==> src/rtl/vx_gbar_collector_if.sv <==
// Global-barrier bus between core schedulers (master) and the cluster collector (slave).
// Carries the arrival request channel and the broadcast release pulse.
interface vx_gbar_collector_if #(
  parameter int NB_WIDTH = 2,
  parameter int NC_WIDTH = 2
);
  logic                req_valid;
  logic                req_ready;
  logic [NB_WIDTH-1:0] req_id;
  logic [NC_WIDTH-1:0] req_size_m1;
  logic [NC_WIDTH-1:0] req_core_id;
  logic                rsp_valid;
  logic [NB_WIDTH-1:0] rsp_id;

  modport master (
    output req_valid, req_id, req_size_m1, req_core_id,
    input  req_ready, rsp_valid, rsp_id
  );

  modport slave (
    input  req_valid, req_id, req_size_m1, req_core_id,
    output req_ready, rsp_valid, rsp_id
  );
endinterface

==> src/rtl/vx_gbar_collector.sv <==
// Cluster-level global barrier collector: tracks per-ID core arrival masks and
// broadcasts a one-cycle release once the latched participant count is reached.
module vx_gbar_collector #(
  parameter int NUM_CORES    = 4,
  parameter int NUM_BARRIERS = 4,
  parameter int NC_WIDTH     = (NUM_CORES > 1) ? $clog2(NUM_CORES) : 1,
  parameter int NB_WIDTH     = (NUM_BARRIERS > 1) ? $clog2(NUM_BARRIERS) : 1
) (
  input  logic                    clk,
  input  logic                    reset_n,
  vx_gbar_collector_if.slave      bus,
  output logic [NUM_BARRIERS-1:0] active_mask,
  output logic                    busy,
  output logic                    err_dup,
  output logic                    err_size
);

  localparam int CW = NC_WIDTH + 1;
  localparam logic [NB_WIDTH:0] NB_LIMIT = (NB_WIDTH + 1)'(NUM_BARRIERS);
  localparam logic [NC_WIDTH:0] NC_LIMIT = (NC_WIDTH + 1)'(NUM_CORES);

  logic                    ready_reg;
  logic                    rsp_valid_reg;
  logic [NB_WIDTH-1:0]     rsp_id_reg;
  logic                    err_dup_reg;
  logic                    err_size_reg;

  logic                    in_range;
  logic                    accept;
  logic [NUM_CORES-1:0]    core_onehot;
  logic [NUM_BARRIERS-1:0] release_vec;
  logic [NUM_BARRIERS-1:0] dup_vec;
  logic [NUM_BARRIERS-1:0] size_err_vec;
  logic [NB_WIDTH-1:0]     release_id;

  // Out-of-range IDs are dropped here so no per-barrier slot ever sees them.
  assign in_range = ({1'b0, bus.req_id} < NB_LIMIT) && ({1'b0, bus.req_core_id} < NC_LIMIT);
  assign accept   = bus.req_valid && ready_reg && in_range;

  always_comb begin
    core_onehot = '0;
    for (int i = 0; i < NUM_CORES; i++) begin
      core_onehot[i] = (bus.req_core_id == NC_WIDTH'(i));
    end
  end

  for (genvar gi = 0; gi < NUM_BARRIERS; gi++) begin : g_bar
    logic [NUM_CORES-1:0] mask_reg;
    logic [NC_WIDTH-1:0]  size_reg;
    logic                 hit;
    logic                 collecting;
    logic                 dup;
    logic [NC_WIDTH-1:0]  eff_size;
    logic [NUM_CORES-1:0] mask_next;
    logic [CW-1:0]        cnt;

    assign hit        = accept && (bus.req_id == NB_WIDTH'(gi));
    assign collecting = |mask_reg;
    // An idle barrier adopts the requester's size; a collecting one keeps its own.
    assign eff_size   = collecting ? size_reg : bus.req_size_m1;
    assign dup        = collecting && |(mask_reg & core_onehot);
    assign mask_next  = mask_reg | core_onehot;

    always_comb begin
      cnt = '0;
      for (int i = 0; i < NUM_CORES; i++) begin
        cnt = cnt + CW'(mask_next[i]);
      end
    end

    assign release_vec[gi]  = hit && !dup && (cnt == ({1'b0, eff_size} + CW'(1)));
    assign dup_vec[gi]      = hit && dup;
    assign size_err_vec[gi] = hit && collecting && (bus.req_size_m1 != size_reg);
    assign active_mask[gi]  = collecting;

    always_ff @(posedge clk or negedge reset_n) begin
      if (!reset_n) begin
        mask_reg <= '0;
        size_reg <= '0;
      end else if (hit && !dup) begin
        mask_reg <= release_vec[gi] ? '0 : mask_next;
        if (!collecting) begin
          size_reg <= bus.req_size_m1;
        end
      end
    end
  end

  // At most one acceptance per cycle, so at most one bit of release_vec is set.
  always_comb begin
    release_id = '0;
    for (int i = 0; i < NUM_BARRIERS; i++) begin
      if (release_vec[i]) begin
        release_id = NB_WIDTH'(i);
      end
    end
  end

  always_ff @(posedge clk or negedge reset_n) begin
    if (!reset_n) begin
      ready_reg     <= 1'b0;
      rsp_valid_reg <= 1'b0;
      rsp_id_reg    <= '0;
      err_dup_reg   <= 1'b0;
      err_size_reg  <= 1'b0;
    end else begin
      ready_reg     <= 1'b1;
      rsp_valid_reg <= |release_vec;
      if (|release_vec) begin
        rsp_id_reg <= release_id;
      end
      if (|dup_vec) begin
        err_dup_reg <= 1'b1;
      end
      if (|size_err_vec) begin
        err_size_reg <= 1'b1;
      end
    end
  end

  assign bus.req_ready = ready_reg;
  assign bus.rsp_valid = rsp_valid_reg;
  assign bus.rsp_id    = rsp_id_reg;
  assign busy          = |active_mask;
  assign err_dup       = err_dup_reg;
  assign err_size      = err_size_reg;

endmodule

==> src/flat_wrapper.sv <==
// flat-port wrapper written by rule: the top's interface ports become plain ports
module vx_gbar_collector_flat 
#(
  parameter int NUM_CORES    = 4,
  parameter int NUM_BARRIERS = 4,
  parameter int NC_WIDTH     = (NUM_CORES > 1) ? $clog2(NUM_CORES) : 1,
  parameter int NB_WIDTH     = (NUM_BARRIERS > 1) ? $clog2(NUM_BARRIERS) : 1
)
  (clk, reset_n, active_mask, busy, err_dup, err_size, bus_req_valid, bus_req_id, bus_req_size_m1, bus_req_core_id, bus_req_ready, bus_rsp_valid, bus_rsp_id);
  vx_gbar_collector_if #(.NB_WIDTH(NB_WIDTH), .NC_WIDTH(NC_WIDTH)) bus_i ();
  input  logic clk;
  input  logic reset_n;
  output logic [NUM_BARRIERS-1:0] active_mask;
  output logic busy;
  output logic err_dup;
  output logic err_size;
  input wire logic [$bits(bus_i.req_valid)-1:0] bus_req_valid;
  input wire logic [$bits(bus_i.req_id)-1:0] bus_req_id;
  input wire logic [$bits(bus_i.req_size_m1)-1:0] bus_req_size_m1;
  input wire logic [$bits(bus_i.req_core_id)-1:0] bus_req_core_id;
  output wire logic [$bits(bus_i.req_ready)-1:0] bus_req_ready;
  output wire logic [$bits(bus_i.rsp_valid)-1:0] bus_rsp_valid;
  output wire logic [$bits(bus_i.rsp_id)-1:0] bus_rsp_id;
  assign bus_i.req_valid = bus_req_valid;
  assign bus_i.req_id = bus_req_id;
  assign bus_i.req_size_m1 = bus_req_size_m1;
  assign bus_i.req_core_id = bus_req_core_id;
  assign bus_req_ready = bus_i.req_ready;
  assign bus_rsp_valid = bus_i.rsp_valid;
  assign bus_rsp_id = bus_i.rsp_id;
  vx_gbar_collector #(.NUM_CORES(NUM_CORES), .NUM_BARRIERS(NUM_BARRIERS), .NC_WIDTH(NC_WIDTH), .NB_WIDTH(NB_WIDTH)) u_core (.clk(clk), .reset_n(reset_n), .bus(bus_i), .active_mask(active_mask), .busy(busy), .err_dup(err_dup), .err_size(err_size));
endmodule
==> config.mk <==
export PLATFORM = sky130hd
export DESIGN_NAME = vx_gbar_collector_flat
export DESIGN_NICKNAME = d
export VERILOG_FILES = /design/src/rtl/vx_gbar_collector_if.sv /design/src/rtl/vx_gbar_collector.sv /design/src/flat_wrapper.sv
export SDC_FILE = /design/constraint.sdc
export NUM_CORES = 1
export LEC_CHECK = 0
export BUFFER_PORTS_ARGS = -buffer_cell sky130_fd_sc_hd__buf_2
export CORE_AREA = 4 4 82 100
export CTS_CLUSTER_DIAMETER = 80
export DETAILED_ROUTE_END_ITERATION = 10
export DIE_AREA = 0 0 86 104
export PLACE_DENSITY_LB_ADDON = 0.1
export SLEW_MARGIN = 5
export SYNTH_ARGS = -nofsm -noshare
export SYNTH_HDL_FRONTEND = slang
export SYNTH_SLANG_ARGS = --single-unit
==> constraint.sdc <==
create_clock -name clk -period 6.2 [get_ports clk]
set_input_delay 1.24 -clock clk [delete_from_list [all_inputs] [get_ports clk]]
set_output_delay 1.24 -clock clk [all_outputs]
set_load 0.02 [all_outputs]
# Word level (Yosys, flattened, before mapping)
# Cells that the tools add are included.
# word_totals
wordCells	109
input_bits	9
regBits	30
out_inout_bits	11
# classes
n_mux	11
n_reduce_logical	47
n_bitwise	8
addsub	16
eq_ne	14
# ops
operator	count
4-bit OR reduction	11
1-bit logical AND	29
3-bit by 1-bit adder with 3-bit output	8
4-bit AND	4
4-bit 2-to-1 mux	4
4-bit bitwise OR	4
16-bit OR reduction	1
2-bit by 1-bit adder with 3-bit output, second input constant	4
3-bit equality test	4
2-bit 2-to-1 mux	6
1-bit by 1-bit adder with 2-bit output	4
2-bit equality test, second input constant	4
2-bit inequality test	4
2-bit by 1-bit equality test with 1-bit output, second input constant	2
1-bit zero test	4
2-bit zero test	2
1-bit 2-to-1 mux	1

# Longest topological paths before layout
# Gate-level depths: netlist (run 1).
# depth
word_depth	10
ltp_mapped	13
depth_no_buf	11

# Least setup slack after synthesis (run 1)
# No wires, ideal clock.
# synth_timing
path_kind	in2reg
startpoint	in bus_req_core_id[0]
endpoint	reg u_core.rsp_valid_reg, in the netlist u_core.bus.rsp_valid
required_time_ps	6061
n_path_buf	2
arrival_time_ps	3772
path_slack_ps	2289
setup_time_ps	139
cell_stages	12
path_cell_list	clkbuf_1 nor2_1 or2_2 ha_1 inv_1 fa_1 inv_1 ha_1 xnor2_1 and4_1 clkbuf_1 or4_1
# synth_between
elab_chain_len	8
word_cells_on_any_way	49
classes_between	add/sub (12); eq/ne (7); bitwise (8); reduce/logical (22)
# synth_rtl
element	line_no	source
start, declared	flat_wrapper.sv:20	input wire logic [$bits(bus_i.req_core_id)-1:0] bus_req_core_id;
2-bit by 1-bit equality test with 1-bit output, or another cell as far along	vx_gbar_collector.sv:43	core_onehot[i] = (bus.req_core_id == NC_WIDTH'(i));
4-bit bitwise OR or 4-bit AND (tied branches)	vx_gbar_collector.sv:62, vx_gbar_collector.sv:61	
1-bit by 1-bit adder with 2-bit output or 4-bit OR reduction (tied branches)	vx_gbar_collector.sv:67, vx_gbar_collector.sv:61	
3-bit by 1-bit adder with 3-bit output or 1-bit logical AND (tied branches)	vx_gbar_collector.sv:67, vx_gbar_collector.sv:61	
3-bit by 1-bit adder with 3-bit output or 1-bit zero test (tied branches)	vx_gbar_collector.sv:67, vx_gbar_collector.sv:71	
3-bit equality test or 1-bit logical AND (tied branches)	vx_gbar_collector.sv:71	assign release_vec[gi] = hit && !dup && (cnt == ({1'b0, eff_size} + CW'(1)));
1-bit logical AND	vx_gbar_collector.sv:71	
4-bit OR reduction (*)	vx_gbar_collector.sv:108	rsp_valid_reg <= |release_vec;
end signal, assigned	vx_gbar_collector.sv:108	
end, declared	vx_gbar_collector.sv:23	logic rsp_valid_reg;
# Every way passes the cells marked *; elsewhere a longest branch is shown, timed or not.
# A chain may end at the register's enable or synchronous reset.

# Worst setup path after layout (run 1)
# layout_timing
startpoint	in bus_req_core_id[1]
endpoint	reg u_core.rsp_id_reg[1], in the netlist u_core.bus.rsp_id[1]
# layout_between
elab_chain_len	9
word_cells_on_any_way	51
classes_between	add/sub (12); eq/ne (7); mux (2); bitwise (8); reduce/logical (22)
# layout_rtl
element	line_no	source
2-bit by 1-bit equality test with 1-bit output, or another cell as far along	vx_gbar_collector.sv:43	
4-bit bitwise OR or 4-bit AND (tied branches)	vx_gbar_collector.sv:62, vx_gbar_collector.sv:61	
1-bit by 1-bit adder with 2-bit output or 4-bit OR reduction (tied branches)	vx_gbar_collector.sv:67, vx_gbar_collector.sv:61	
3-bit by 1-bit adder with 3-bit output or 1-bit logical AND (tied branches)	vx_gbar_collector.sv:67, vx_gbar_collector.sv:61	
3-bit by 1-bit adder with 3-bit output or 1-bit zero test (tied branches)	vx_gbar_collector.sv:67, vx_gbar_collector.sv:71	
3-bit equality test or 1-bit logical AND (tied branches)	vx_gbar_collector.sv:71	
1-bit logical AND	vx_gbar_collector.sv:71	
2-bit 2-to-1 mux (2 in a row)	vx_gbar_collector.sv:93	if (release_vec[i]) begin
end signal, assigned	vx_gbar_collector.sv:110	rsp_id_reg <= release_id;
end, declared	vx_gbar_collector.sv:24	logic [NB_WIDTH-1:0] rsp_id_reg;
# Parallel ways exist; a longest one is shown, timed or not.

==> out/summary.txt, run 1 <==
Reg power frac = 30.0%
Share of the synthesized area in the top cell type = 35.2%
Via count = 1592
Worst setup EP type = register
Initial Util = 29.7%
Skew final = 0.00844 ns
Pre-Repair DR Iteration Count = 4
Clk_lat worst skew = 0.28 ns
Antenna viol nets, final = 0
Hold Violations, Final = 0
Top_reg_cell synth = dfrtp_1
Commonest cells after routing, fill and taps aside = 32 x nor2_1, 30 x dfrtp_1, 19 x nand2_1, 19 x buf_2, 17 x a21oi_1
Cts bufs inserted = 5
Largest net degree at the start of global routing = 31
Outcome = completed
Count of buffers from port buffering = 19
Post-synth EDFFs = 0
Drt initial violations = 47
Peak supply drop = 141 uV
Dpl hpwl = 3870 um
Syn_area_per_cell = 9.74 um2
DR WL/cell = 15.9 um
Final hold slack = 0.486 ns
Gpl congestion = 0.746
First-pass GRT wire length = 8590 um
Initial antenna violation count = 0
Lkg Pwr = 1.10 nW
Min-Delay Path Depth = 1
Vias in the first global route = 1661
Die area = 8940 um2
Synthesized flop and latch total = 30
Most common cell after layout, fill and taps aside = nor2_1
Gate power share = 56.7%
Global route overflow = 0
Final nets = 259
Final setup violation count = 0
Max Cap Viol = 0
Register area share after synthesis = 35.2%
Routed vias/inst = 4.90
Top cells by area, synth = dfrtp_1 35%, ha_1 7.0%, xnor2_1 6.2%, mux2_2 5.8%, nor2_1 5.6%
Residual DRC = 0
Longest Clk Path Bufs = 2
Largest area contributor in the netlist = dfrtp_1
Hold crit path type = reg2reg
Fraction of layout instances using a drive strength above 1 = 20.0%
Clock share of power = 13.4%
CP Class = in2reg
Post-CTS Setup Inserts = 0
All-Layer GR Usage = 12.4%
Die Height = 104 um
Clock slew seen by the registers of the worst setup and hold paths = 0.06 ns
IO Pins = 20
Crit-path cells = buf_2, nor2_1, or2_2, ha_1, inv_1, fa_1, xnor2_1, mux2i_1, nor4_4, nor2_1, a211o_1
CTS tree = built
Worst slew pin tran = 0.772 ns
Layout area overhead = 11.4%
Arrival @ worst endpoint = 3.87 ns
Clock Tree Root = clkbuf_8
Ys Warns = 0
Internal = 723 uW
R2R cell count = 8
Startpoint Class = primary input
Final Max Slew Viols = 0
Crit-path max FO = 10
Hold Buf Count CTS = 0
Mapped Cells = 219
Crit path required time = 6.37 ns
PD cells = 529 nW/um2
Mapped cell area = 2130 um2
Final critical-path required period = 3.71 ns
Die span in x = 86 um
CP max-delay cell = fa_1
Cell variety after synth = 38
Sw Share = 42.4%
Synthesized net count = 244
Clk sink count = 30
Diodes inserted = 0
Post-cts resize count = 0
F_max = 270 MHz
Total wire length = 5150 um
RSZ-0062 raised after global routing = no
Fin crit share = 59.8%
Number of H-tree levels = 2
Most numerous cell on the critical path = nor2_1
CORE AREA = 7190 um2
Setup TNS = 0 ns
Max-Slew Margin vs Limit = 48.1%
Worst path max stage delay = 0.45 ns
Largest register FFs = 16
Rows = 34
Net Sw Power = 533 uW
Post-synth ARST share = 100%
==> layout make-up <==
cell class / instances / area, um2
Clock buffer: 7 / 86.3
Clock inverter: 1 / 5.00
Fill cell: 754 / 4810
Inverter: 13 / 48.8
Multi-Input combinational cell: 163 / 1260
Sequential cell: 30 / 751
Tap cell: 90 / 113
Timing Repair Buffer: 21 / 110
==> power groups by stage <==
stage / combinational, mW / clock [mW] / sequential (mW)
2_1_floorplan: 0.595 / 0 / 0.367
3_3_place_gp: 0.723 / 0 / 0.382
3_5_place_dp: 0.727 / 0 / 0.378
4_1_cts: 0.730 / 0.177 / 0.375
5_1_grt: 0.818 / 0.184 / 0.388
6_report: 0.712 / 0.168 / 0.376
==> final timing paths <==
| kind | startpoint | to | slack [ns] |
|---|---|---|---|
| max | bus_req_core_id[1] | u_core.bus.rsp_id[1] | 2.49 |
| min | u_core.bus.rsp_id[1] | u_core.bus.rsp_id[1] | 0.49 |
| max reg2reg | u_core.g_bar[1].mask_reg[1] | u_core.bus.rsp_id[1] | 3.23 |
| min reg2reg | u_core.bus.rsp_id[1] | u_core.bus.rsp_id[1] | 0.49 |
| max in group asynchronous | reset_n | u_core.g_bar[2].mask_reg[1] | 4.69 |
| min in group asynchronous | reset_n | u_core.g_bar[1].size_reg[0] | 1.02 |
==> metal layers <==
metal	global-route usage (%)	part of all wire, %	vias up
met3	2.93	4.1	5
met1	15.4	45	781
met5	0	0	-
met2	20.5	49	29
met4	4.86	1.4	0
li1	-	-	777
==> cell usage after synthesis (2+ instances only) <==
master and count:
ha_1 12, dfrtp_1 30, buf_4 4, o21ai_0 3, nand4b_1 2, a21oi_1 17, a211o_1 2, fa_1 4
nor4_4 2, nor2_1 32, mux4_1 3, a211oi_1 2, xor2_1 8, nor4_1 3, mux2_2 11, xnor2_1 15
mux2i_1 3, nand2_1 19, clkbuf_1 7, nand2b_1 5, nand4_1 2, or2_2 3, and4_1 3, inv_1 13
==> cell families after synthesis <==
kind of cell | after synthesis | synth area share [%]
muxes | 18 | 12.0
buffers and inverters | 26 | 5.63
and+or+nand+nor | 79 | 19.7
other | 1 | 0.176
AOI/OAI and AO/OA | 26 | 7.04
adders and majority gates | 16 | 10.8
xor gates and xnor gates | 23 | 9.45
DFF | 30 | 35.2
==> metrics by stage <==
stage | total power [mW] | worst slack (ns) | util, % | cells | instance area (um2)
floorplan | 0.962 | 2.29 | - | 219 | 2130
global placement | 1.10 | 2.13 | 31.8 | 317 | 2280
detailed placement | 1.11 | 2.16 | 31.8 | 317 | 2280
CTS | 1.28 | 2.46 | 33.0 | 325 | 2370
global route | 1.39 | 2.18 | 33.0 | 325 | 2370
finish | 1.26 | 2.49 | 33.0 | 325 | 2370
==> critical path, delay by kind of cell <==
family	cells	cell delay (ns)
AOI/OAI and AO/OA	1	0.30
xor gates and xnor gates	1	0.15
adders and majority gates	2	0.67
buffers and inverters	2	0.23
muxes	1	0.12
and+or+nand+nor	4	1.16
(Power assumes the default switching activity.)
==> inputs of run 2 (changes only) <==
==> constraint.sdc (replaced) <==
create_clock -name clk -period 3.4 [get_ports clk]
set_input_delay 0.68 -clock clk [delete_from_list [all_inputs] [get_ports clk]]
set_output_delay 0.68 -clock clk [all_outputs]
set_load 0.02 [all_outputs]
==> out/summary.txt, run 2 (synthesis gave the netlist of run 1 again) <==
R2r startpoint = u_core.g_bar[0].mask_reg[0]
Commonest cells after routing, fill and taps aside = 32 x nor2_1, 30 x dfrtp_1, 19 x nand2_1, 19 x buf_2, 17 x a21oi_1
Fraction of layout instances using a drive strength above 1 = 23.5% (+3.5 points)
Max Cap Viol = 0 (unchanged)
Total wire length = 5350 um (+3.7%)
Clock slew seen by the registers of the worst setup and hold paths = 0.07 ns (about the same)
CTS tree = built
Gpl congestion = 0.764 (+2.4%)
R2R Setup Slk = 0.66 ns (-2.57 ns)
Layout area overhead = 15.3%
Die Height = 104 um (unchanged)
Crit path required time = 3.58 ns (-2.79 ns)
Clock Tree Root = clkbuf_8
Final Max Slew Viols = 0 (unchanged)
RSZ-0062 raised after global routing = no
CP Class = in2reg
Longest Clk Path Bufs = 2 (unchanged)
Pre-Repair DR Iteration Count = 4 (unchanged)
Final setup violation count = 0 (unchanged)
Post-CTS Setup Inserts = 0 (unchanged)
Skew final = 0.00616 ns (-0.00228 ns)
Die span in x = 86 um (unchanged)
Routed vias/inst = 4.85 (-1.1%)
Largest net degree at the start of global routing = 31 (unchanged)
Setup WS pre-CTS = 0.0827 ns (-2.08 ns)
Hold Violations, Final = 0 (unchanged)
Clk_lat worst skew = 0.29 ns (about the same)
Diodes inserted = 0 (unchanged)
Crit-path max FO = 8 (-2)
Initial Util = 29.7% (unchanged)
Final nets = 272 (+5.0%)
Finished Cell Area = 2460 um2 (+3.5%)
Worst setup EP type = register
Final std cells w/o fill = 337 (+3.7%)
DP Area = 2380 um2 (+4.3%)
Lkg Pwr = 1.16 nW (+5.3%)
Clk sink count = 30 (unchanged)
Global route overflow = 0 (unchanged)
First-pass GRT wire length = 9000 um (+4.8%)
DR WL/cell = 15.9 um (about the same)
Startpoint Class = primary input
Arrival @ worst endpoint = 3.17 ns (-0.70 ns)
Filler cell count = 765 (+1.5%)
Drt initial violations = 53 (+13%)
F_max = 335 MHz
Dpl hpwl = 4070 um (+5.1%)
Placed cells = 330 (+4.1%)
Number of H-tree levels = 2 (unchanged)
Post-cts resize count = 0 (unchanged)
Die area = 8940 um2 (unchanged)
IO Pins = 20 (unchanged)
PnR Total Power = 2.30 mW (+83%)
Residual DRC = 0 (unchanged)
All-Layer GR Usage = 13.1% (+0.73 points)
Vias in the first global route = 1693 (+1.9%)
Hold Buf Count CTS = 0 (unchanged)
Worst Setup Slack, final = 0.410 ns (-2.08 ns)
Final hold slack = 0.448 ns (-0.0387 ns)
Reg-to-Reg End = u_core.bus.rsp_id[0]
Setup TNS = 0 ns (unchanged)
Hold crit path type = in2async
Max-Slew Margin vs Limit = 50.5% (+2.4 points)
Initial antenna violation count = 0 (unchanged)
Rows = 34 (unchanged)
R2R cell count = 10 (+2)
Outcome = completed
Final critical-path required period = 2.99 ns
Peak supply drop = 307 uV (+120%)
Antenna viol nets, final = 0 (unchanged)
CORE AREA = 7190 um2 (unchanged)
Via count = 1633 (+2.6%)
PD cells = 936 nW/um2 (+77%)
Final core utilization = 34.2% (+1.1 points)
Largest register FFs = 16 (unchanged)
Most common cell after layout, fill and taps aside = nor2_1
Fin crit share = 87.9%
Count of buffers from port buffering = 19 (unchanged)
Worst slew pin tran = 0.743 ns (-0.0291 ns)
Cts bufs inserted = 5 (unchanged)
[run 2: worst max path at each step]
stage	from	to	slack, ns	cells past startpoint
4_1_cts	bus_req_core_id[0]	u_core.bus.rsp_id[0]	0.38	11
5_1_grt	bus_req_core_id[0]	u_core.bus.rsp_id[0]	0.11	11
3_3_place_gp	bus_req_core_id[0]	u_core.bus.rsp_id[0]	0.13	11
6_report	bus_req_core_id[0]	u_core.bus.rsp_id[0]	0.41	11
2_1_floorplan	bus_req_core_id[0]	u_core.bus.rsp_valid	0.05	12
3_5_place_dp	bus_req_core_id[0]	u_core.bus.rsp_id[0]	0.08	12
[run 2: layout make-up]
type,instances,area (um2),area share (%)
sequential,30,751,30.5
tap,90,113,4.58
inverter,13,48.8,1.99
multi-input combinational,163,1260,51.3
clock buffer,7,76.3,3.11
timing repair buffer,34,208,8.45
[run 2: power breakdown]
part	total (mW)	switching, mW	internal, mW	leakage [nW]
Sequential	0.682	0.168	0.515	0.368
Clock	0.281	0.141	0.141	0.0383
Combinational	1.34	0.668	0.668	0.752
Total	2.30	0.977	1.32	1.16
[run 2: critical path: stages]
cell	delay, ns
buf_2	0.14
nor2_1	0.33
or2_2	0.18
ha_1	0.22
inv_1	0.06
fa_1	0.45
xnor2_1	0.15
mux2i_1	0.13
nor4_4	0.44
nor2_1	0.10
a211o_1	0.29
[run 2: per-layer routing]
layer / wire length [um] / track usage [%] / share of wire (%) / vias to the layer above
met4: 99 / 5.43 / 1.9 / 0
li1: - / - / - / 798
met2: 2490 / 20.5 / 47 / 25
met1: 2570 / 17.5 / 48 / 802
met3: 189 / 2.69 / 3.5 / 8
met5: 0 / 0 / 0 / -
